File: src/rtl/skinny_masked_pkg.sv
// Shared types, constants and linear-layer helpers for the 3-share SKINNY-64 round engine.
package skinny_masked_pkg;

  localparam int         NUM_SHARES = 3;
  localparam logic [5:0] RC_INIT    = 6'h00;
  localparam logic [3:0] AC_C2      = 4'h2;

  // Nibble i (cell 0 = MSB nibble) holds the source cell for new cell i after ShiftRows.
  localparam logic [63:0] SR_PERM = 64'h0123_7456_ab89_defc;

  typedef enum logic [1:0] {IDLE, RUN, DONE} fsm_state_t;

  function automatic logic [15:0] mix_col(input logic [3:0] a, input logic [3:0] b,
                                          input logic [3:0] c, input logic [3:0] d);
    return {a ^ c ^ d, a, b ^ c, a ^ c};
  endfunction

  function automatic logic [63:0] shift_rows(input logic [63:0] x);
    logic [63:0] y;
    y = '0;
    for (int i = 0; i < 16; i++)
      y[63-4*i -: 4] = x[63-4*int'(SR_PERM[63-4*i -: 4]) -: 4];
    return y;
  endfunction

  function automatic logic [5:0] rc_next(input logic [5:0] rc);
    return {rc[4:0], rc[5] ^ rc[4] ^ 1'b1};
  endfunction

endpackage

File: src/rtl/skinny64_lin_layer.sv
// Combinational AC / ART / SR / MC for one share; only the share built with ADD_CONST=1 sees the round constants.
module skinny64_lin_layer
  import skinny_masked_pkg::*;
#(
  parameter bit ADD_CONST = 1'b0
) (
  input  logic [63:0] x,
  input  logic [5:0]  rc,
  input  logic [31:0] rtk,
  output logic [63:0] y
);

  logic [63:0] ac_mask;
  logic [63:0] t;
  logic [63:0] s;

  // Constants land in cells 0, 4 and 8 (first column, rows 0..2).
  assign ac_mask = ADD_CONST ? {rc[3:0], 12'h000, 2'b00, rc[5:4], 12'h000, AC_C2, 28'h0}
                             : 64'h0;
  assign t = x ^ ac_mask ^ {rtk, 32'h0};
  assign s = shift_rows(t);

  always_comb begin
    y = '0;
    for (int j = 0; j < 4; j++)
      {y[63-4*j -: 4], y[47-4*j -: 4], y[31-4*j -: 4], y[15-4*j -: 4]} =
        mix_col(s[63-4*j -: 4], s[47-4*j -: 4], s[31-4*j -: 4], s[15-4*j -: 4]);
  end

endmodule

File: src/rtl/skinny64_masked_round_ctrl.sv
// Round engine around a 3-share SKINNY-64 S-box layer; optional SKINNY_STATE_CLEAR_EN zeroes the state after output.
module skinny64_masked_round_ctrl
  import skinny_masked_pkg::*;
#(
  parameter int SBOX_LAT = 4,
  parameter int ROUNDS   = 32
) (
  input  logic        clk,
  input  logic        rst_n,
  input  logic        in_valid,
  output logic        in_ready,
  input  logic [63:0] pt_s0,
  input  logic [63:0] pt_s1,
  input  logic [63:0] pt_s2,
  output logic [63:0] sbox_in_s0,
  output logic [63:0] sbox_in_s1,
  output logic [63:0] sbox_in_s2,
  input  logic [63:0] sbox_out_s0,
  input  logic [63:0] sbox_out_s1,
  input  logic [63:0] sbox_out_s2,
  input  logic [31:0] rtk_s0,
  input  logic [31:0] rtk_s1,
  input  logic [31:0] rtk_s2,
  output logic [5:0]  round_idx,
  output logic        rtk_adv,
  output logic        out_valid,
  input  logic        out_ready,
  output logic [63:0] ct_s0,
  output logic [63:0] ct_s1,
  output logic [63:0] ct_s2
);

  localparam int               CNT_W      = $clog2(SBOX_LAT + 1);
  localparam logic [CNT_W-1:0] WB_CNT     = CNT_W'(SBOX_LAT);
  localparam logic [5:0]       LAST_ROUND = 6'(ROUNDS - 1);

  fsm_state_t                  state_q, state_d;
  logic [NUM_SHARES-1:0][63:0] st_q;
  logic [NUM_SHARES-1:0][63:0] sb_out;
  logic [NUM_SHARES-1:0][63:0] lin_out;
  logic [NUM_SHARES-1:0][31:0] rtk;
  logic [CNT_W-1:0]            wait_cnt;
  logic [5:0]                  rc_lfsr;
  logic [5:0]                  rc_n;
  logic                        wb;

  assign sb_out = {sbox_out_s2, sbox_out_s1, sbox_out_s0};
  assign rtk    = {rtk_s2, rtk_s1, rtk_s0};
  assign rc_n   = rc_next(rc_lfsr);

  // Writeback falls on the cycle the S-box pipeline presents this round's result.
  assign wb        = (state_q == RUN) && (wait_cnt == WB_CNT);
  assign rtk_adv   = wb;
  assign in_ready  = (state_q == IDLE);
  assign out_valid = (state_q == DONE);

  assign sbox_in_s0 = st_q[0];
  assign sbox_in_s1 = st_q[1];
  assign sbox_in_s2 = st_q[2];
  assign ct_s0      = st_q[0];
  assign ct_s1      = st_q[1];
  assign ct_s2      = st_q[2];

  for (genvar k = 0; k < NUM_SHARES; k++) begin : g_share
    skinny64_lin_layer #(.ADD_CONST(k == 0)) u_lin (
      .x   (sb_out[k]),
      .rc  (rc_n),
      .rtk (rtk[k]),
      .y   (lin_out[k])
    );
  end

  always_comb begin
    // NOTE: every output of a combinational block gets a default first; a missed branch would otherwise infer a latch.
    state_d = state_q;
    unique case (state_q)
      IDLE:    if (in_valid) state_d = RUN;
      RUN:     if (wb && round_idx == LAST_ROUND) state_d = DONE;
      DONE:    if (out_ready) state_d = IDLE;
      default: state_d = IDLE;
    endcase
  end

  // NOTE: sequential state uses non-blocking assignments so every register samples pre-edge values.
  always_ff @(posedge clk or negedge rst_n) begin
    if (!rst_n) state_q <= IDLE;
    else        state_q <= state_d;
  end

  always_ff @(posedge clk or negedge rst_n) begin
    // NOTE: the share registers are plain flops, not RAM, so they take the async reset like any other state.
    if (!rst_n) begin
      st_q      <= '0;
      round_idx <= '0;
      wait_cnt  <= '0;
      rc_lfsr   <= RC_INIT;
    end else begin
      unique case (state_q)
        IDLE: begin
          if (in_valid) begin
            st_q      <= {pt_s2, pt_s1, pt_s0};
            round_idx <= '0;
            wait_cnt  <= '0;
            rc_lfsr   <= RC_INIT;
          end
        end
        RUN: begin
          if (wb) begin
            st_q     <= lin_out;
            rc_lfsr  <= rc_n;
            wait_cnt <= '0;
            if (round_idx != LAST_ROUND) round_idx <= round_idx + 6'd1;
          end else begin
            wait_cnt <= wait_cnt + 1'b1;
          end
        end
        DONE: begin
`ifdef SKINNY_STATE_CLEAR_EN
          if (out_ready) st_q <= '0;
`endif
        end
        default: ;
      endcase
    end
  end

endmodule

File: config.mk
export PLATFORM = sky130hd
export DESIGN_NAME = skinny64_masked_round_ctrl
export DESIGN_NICKNAME = d
export VERILOG_FILES = /design/src/rtl/skinny_masked_pkg.sv /design/src/rtl/skinny64_lin_layer.sv /design/src/rtl/skinny64_masked_round_ctrl.sv
export SDC_FILE = /design/constraint.sdc
export NUM_CORES = 1
export LEC_CHECK = 0
export ABC_CLOCK_PERIOD_IN_PS = 2300
export CORE_AREA = 2 2 340 342
export DETAILED_ROUTE_END_ITERATION = 16
export DIE_AREA = 0 0 342 344
export PLACE_DENSITY_LB_ADDON = 0.12
export SLEW_MARGIN = 20
export SYNTH_ARGS = -nofsm -noshare
export SYNTH_HDL_FRONTEND = slang
export SYNTH_HIERARCHICAL = 1
export SYNTH_SLANG_ARGS = --single-unit
File: constraint.sdc
create_clock -name clk -period 2.3 [get_ports clk]
set_clock_uncertainty 0.15 [all_clocks]
set_input_delay 0.23 -clock clk [delete_from_list [all_inputs] [get_ports clk]]
set_output_delay 0.23 -clock clk [all_outputs]
set_load 0.005 [all_outputs]
==> metrics <==
slew at the pin closest to its max-slew limit=around 0.65 ns; Reg-to-Reg End=ct_s1[48]; CORE AREA=0.114 sq mm; most common cell after layout, fill and taps aside=clkdlybuf4s50_1; fillers=12400; Slew headroom=between 50% and 60%; WL met3=4470 um; Worst Path Required=2.59 ns; unrepaired setup endpoints after global routing=false; met2 routed WL=between 30000 and 40000 um; Cell Area, Synth=0.0140 sq mm; Ports=roughly 880; DRC errors left=0; post-route cell area=0.0248 sq mm; H-tree depth=1; Critical Path Start=state_q[0]; CP Capture Type=register; DIE WIDTH=342 um; CTS tree=built; Netlist cell types=36; CP max FO=43; initial antenna violation count=11; Rows=124; synth top area cells=dfrtp_1 (37%), mux2i_1 (14%), xnor2_1 (11%), buf_4 (10%), o21ai_0 (6.8%); DRT Pass-1 Iters=4; Port-buffer cells=876; maxcap violations=0; worst path arrival time=between 2 and 2.5 ns; Yosys top cell by area=dfrtp_1; CP Launch Type=register; Avg WL per Cell=19.3 um; worst r2r path cells=5; Total Wirelength=70700 um; die area=0.118 sq mm; Starting Density=12.3%; total power per unit cell area=999 mW/mm^2; Via-to-Cell Ratio=3.27; asr flop ratio synth=100%; drt initial violations=391; share of cells above drive strength 1=approximately 8.0%; worst skew pair latency=0.57 ns; area grow syn2layout=77.0%; Mapped Cells=1391; nets@finish=2607; peak supply drop=between 0.5 and 0.6 mV; Slew Viols, Final=0; vias in the first global route=13000; Final Hold Viols=0; syn_nets=around 1900; setup tns final=0 ns; flop-to-flop setup slack=0.18 ns; EDFF count, synth=0; top cell type's share of synthesized area=37.4%; Highest Signal Layer=met5; clk sinks=209; largest net degree at the start of global routing=59; post-layout min period=2.12 ns; HPWL after DPL=between 60000 and 70000 um; Max Clk Rate=roughly 0.47 GHz; GRT overflow=0; met1 WL=around 27000 um; Die H=between 300 and 400 um; post-CTS setup buffer count=0; GRT Overall Usage=11.4%; post-synthesis register bit count=209; Hold/Removal Path Class=in2async; Reg clk slew, reported paths=0.06 ns; via count=12000; power consumption=0.0247 W; dominant synthesized flop cell=dfrtp_1; Num CTS Buffers=29; critical path class=reg2reg; gpl congestion=0.816; first-pass GRT wire length=96900 um; Syn Area/Cell=10.1 sq um; part of the cycle the worst path needs=between 90% and 100%; final setup vio count=0; Reg-to-Reg Start=state_q[0]; outcome=finished clean; post-place instance area=0.0237 sq mm; most frequent cells in the layout=clkdlybuf4s50_1 (873), dfrtp_1 (209), nand2_1 (201); Seq/Total Area, Yosys=about 37%; Post-DRT Antenna Nets=0; Leak=roughly 11 nW; clk root buf=clkbuf_16; number of synthesis warnings=6; CTS Buffer Depth=3
==> final cells by class <==
type                    count  area [sq um]  share of cell area, %
inverters                  16          65.1                  0.263
flip-flops and latches    209          5230                   21.1
well taps                1512          1890                   7.63
multi-input cells         907          6940                   28.0
clock buffers              44           882                   3.56
repair buffers            957          9630                   38.9
diodes                      4          10.0                 0.0404
clock inverters             9           130                  0.525
==> layer usage <==
layer | vias to the layer above | track usage, %
li1 | 5852 | -
met1 | 5595 | 12.8
met2 | 456 | 21.5
met3 | 59 | 2.77
met4 | 10 | 2.32
met5 | - | 0
==> cell families after synthesis <==
kind of cell | Yosys count | synth area share (%)
adder cells (fa/ha/maj) | 3 | 0.268
multiplexers | 194 | 13.9
AND/OR/NAND/NOR | 224 | 6.37
flip-flops | 209 | 37.4
AO/OA/AOI/OAI | 211 | 7.99
XOR/XNOR | 275 | 21.0
buffers and inverters | 275 | 13.2
==> synthesized netlist by cell type (8+ instances only) <==
cell type / number
mux2i_1: 194
a22o_1: 8
buf_4: 194
dfrtp_1: 209
buf_2: 41
xnor2_1: 182
xor2_1: 41
xnor3_1: 12
nand2_1: 201
clkbuf_1: 20
inv_1: 15
xor2_2: 32
o21ai_0: 189
==> registers in the layout, summed over array words and instances (netlist names) <==
signal and cells:
round_idx 6, state_q 2, ct_s1 64, ct_s2 64, wait_cnt 3, ct_s0 64
rc_lfsr 6
==> worst max path at each step <==
stage,end,depth (start not counted)
after global routing,ct_s0[6],6
final,ct_s1[48],5
after global placement,ct_s2[63],5
after floorplan,round_idx[2],6
after CTS,rtk_adv,5
after detailed placement,ct_s2[63],5
==> report_power, final <==
part / total [W] / switching [W] / internal [W]
logic: 0.0123 / 0.00437 / 0.00794
registers: 0.00764 / 0.00225 / 0.00539
clock network: 0.00480 / 0.00184 / 0.00296
==> what timing repair did <==
item,4_1_cts,5_1_grt
hold buffers,1,0
resized for setup,5,2
setup endpoints to repair,2,1
pin swaps,0,0
hold endpoints to repair,207,0
==> critical path: stages, from the launching register on <==
cell     delay (ns)
dfrtp_1        0.45
nor2b_4        0.20
buf_4          0.18
buf_12         0.28
mux2i_1        0.47
o21ai_0        0.13
==> stage by stage <==
step,std cells,hold slack [ns],setup slack (ns),util [%]
global route,3657,0.0962,0.0312,21.8
detailed placement,3600,0.118,0.161,20.9
finish,3658,0.0893,0.184,21.8
global placement,3600,0.110,0.143,20.9
floorplan,1391,-0.216,0.480,-
CTS,3654,0.0551,0.00786,21.8
Note: power is estimated with default switching activity, not from simulation.
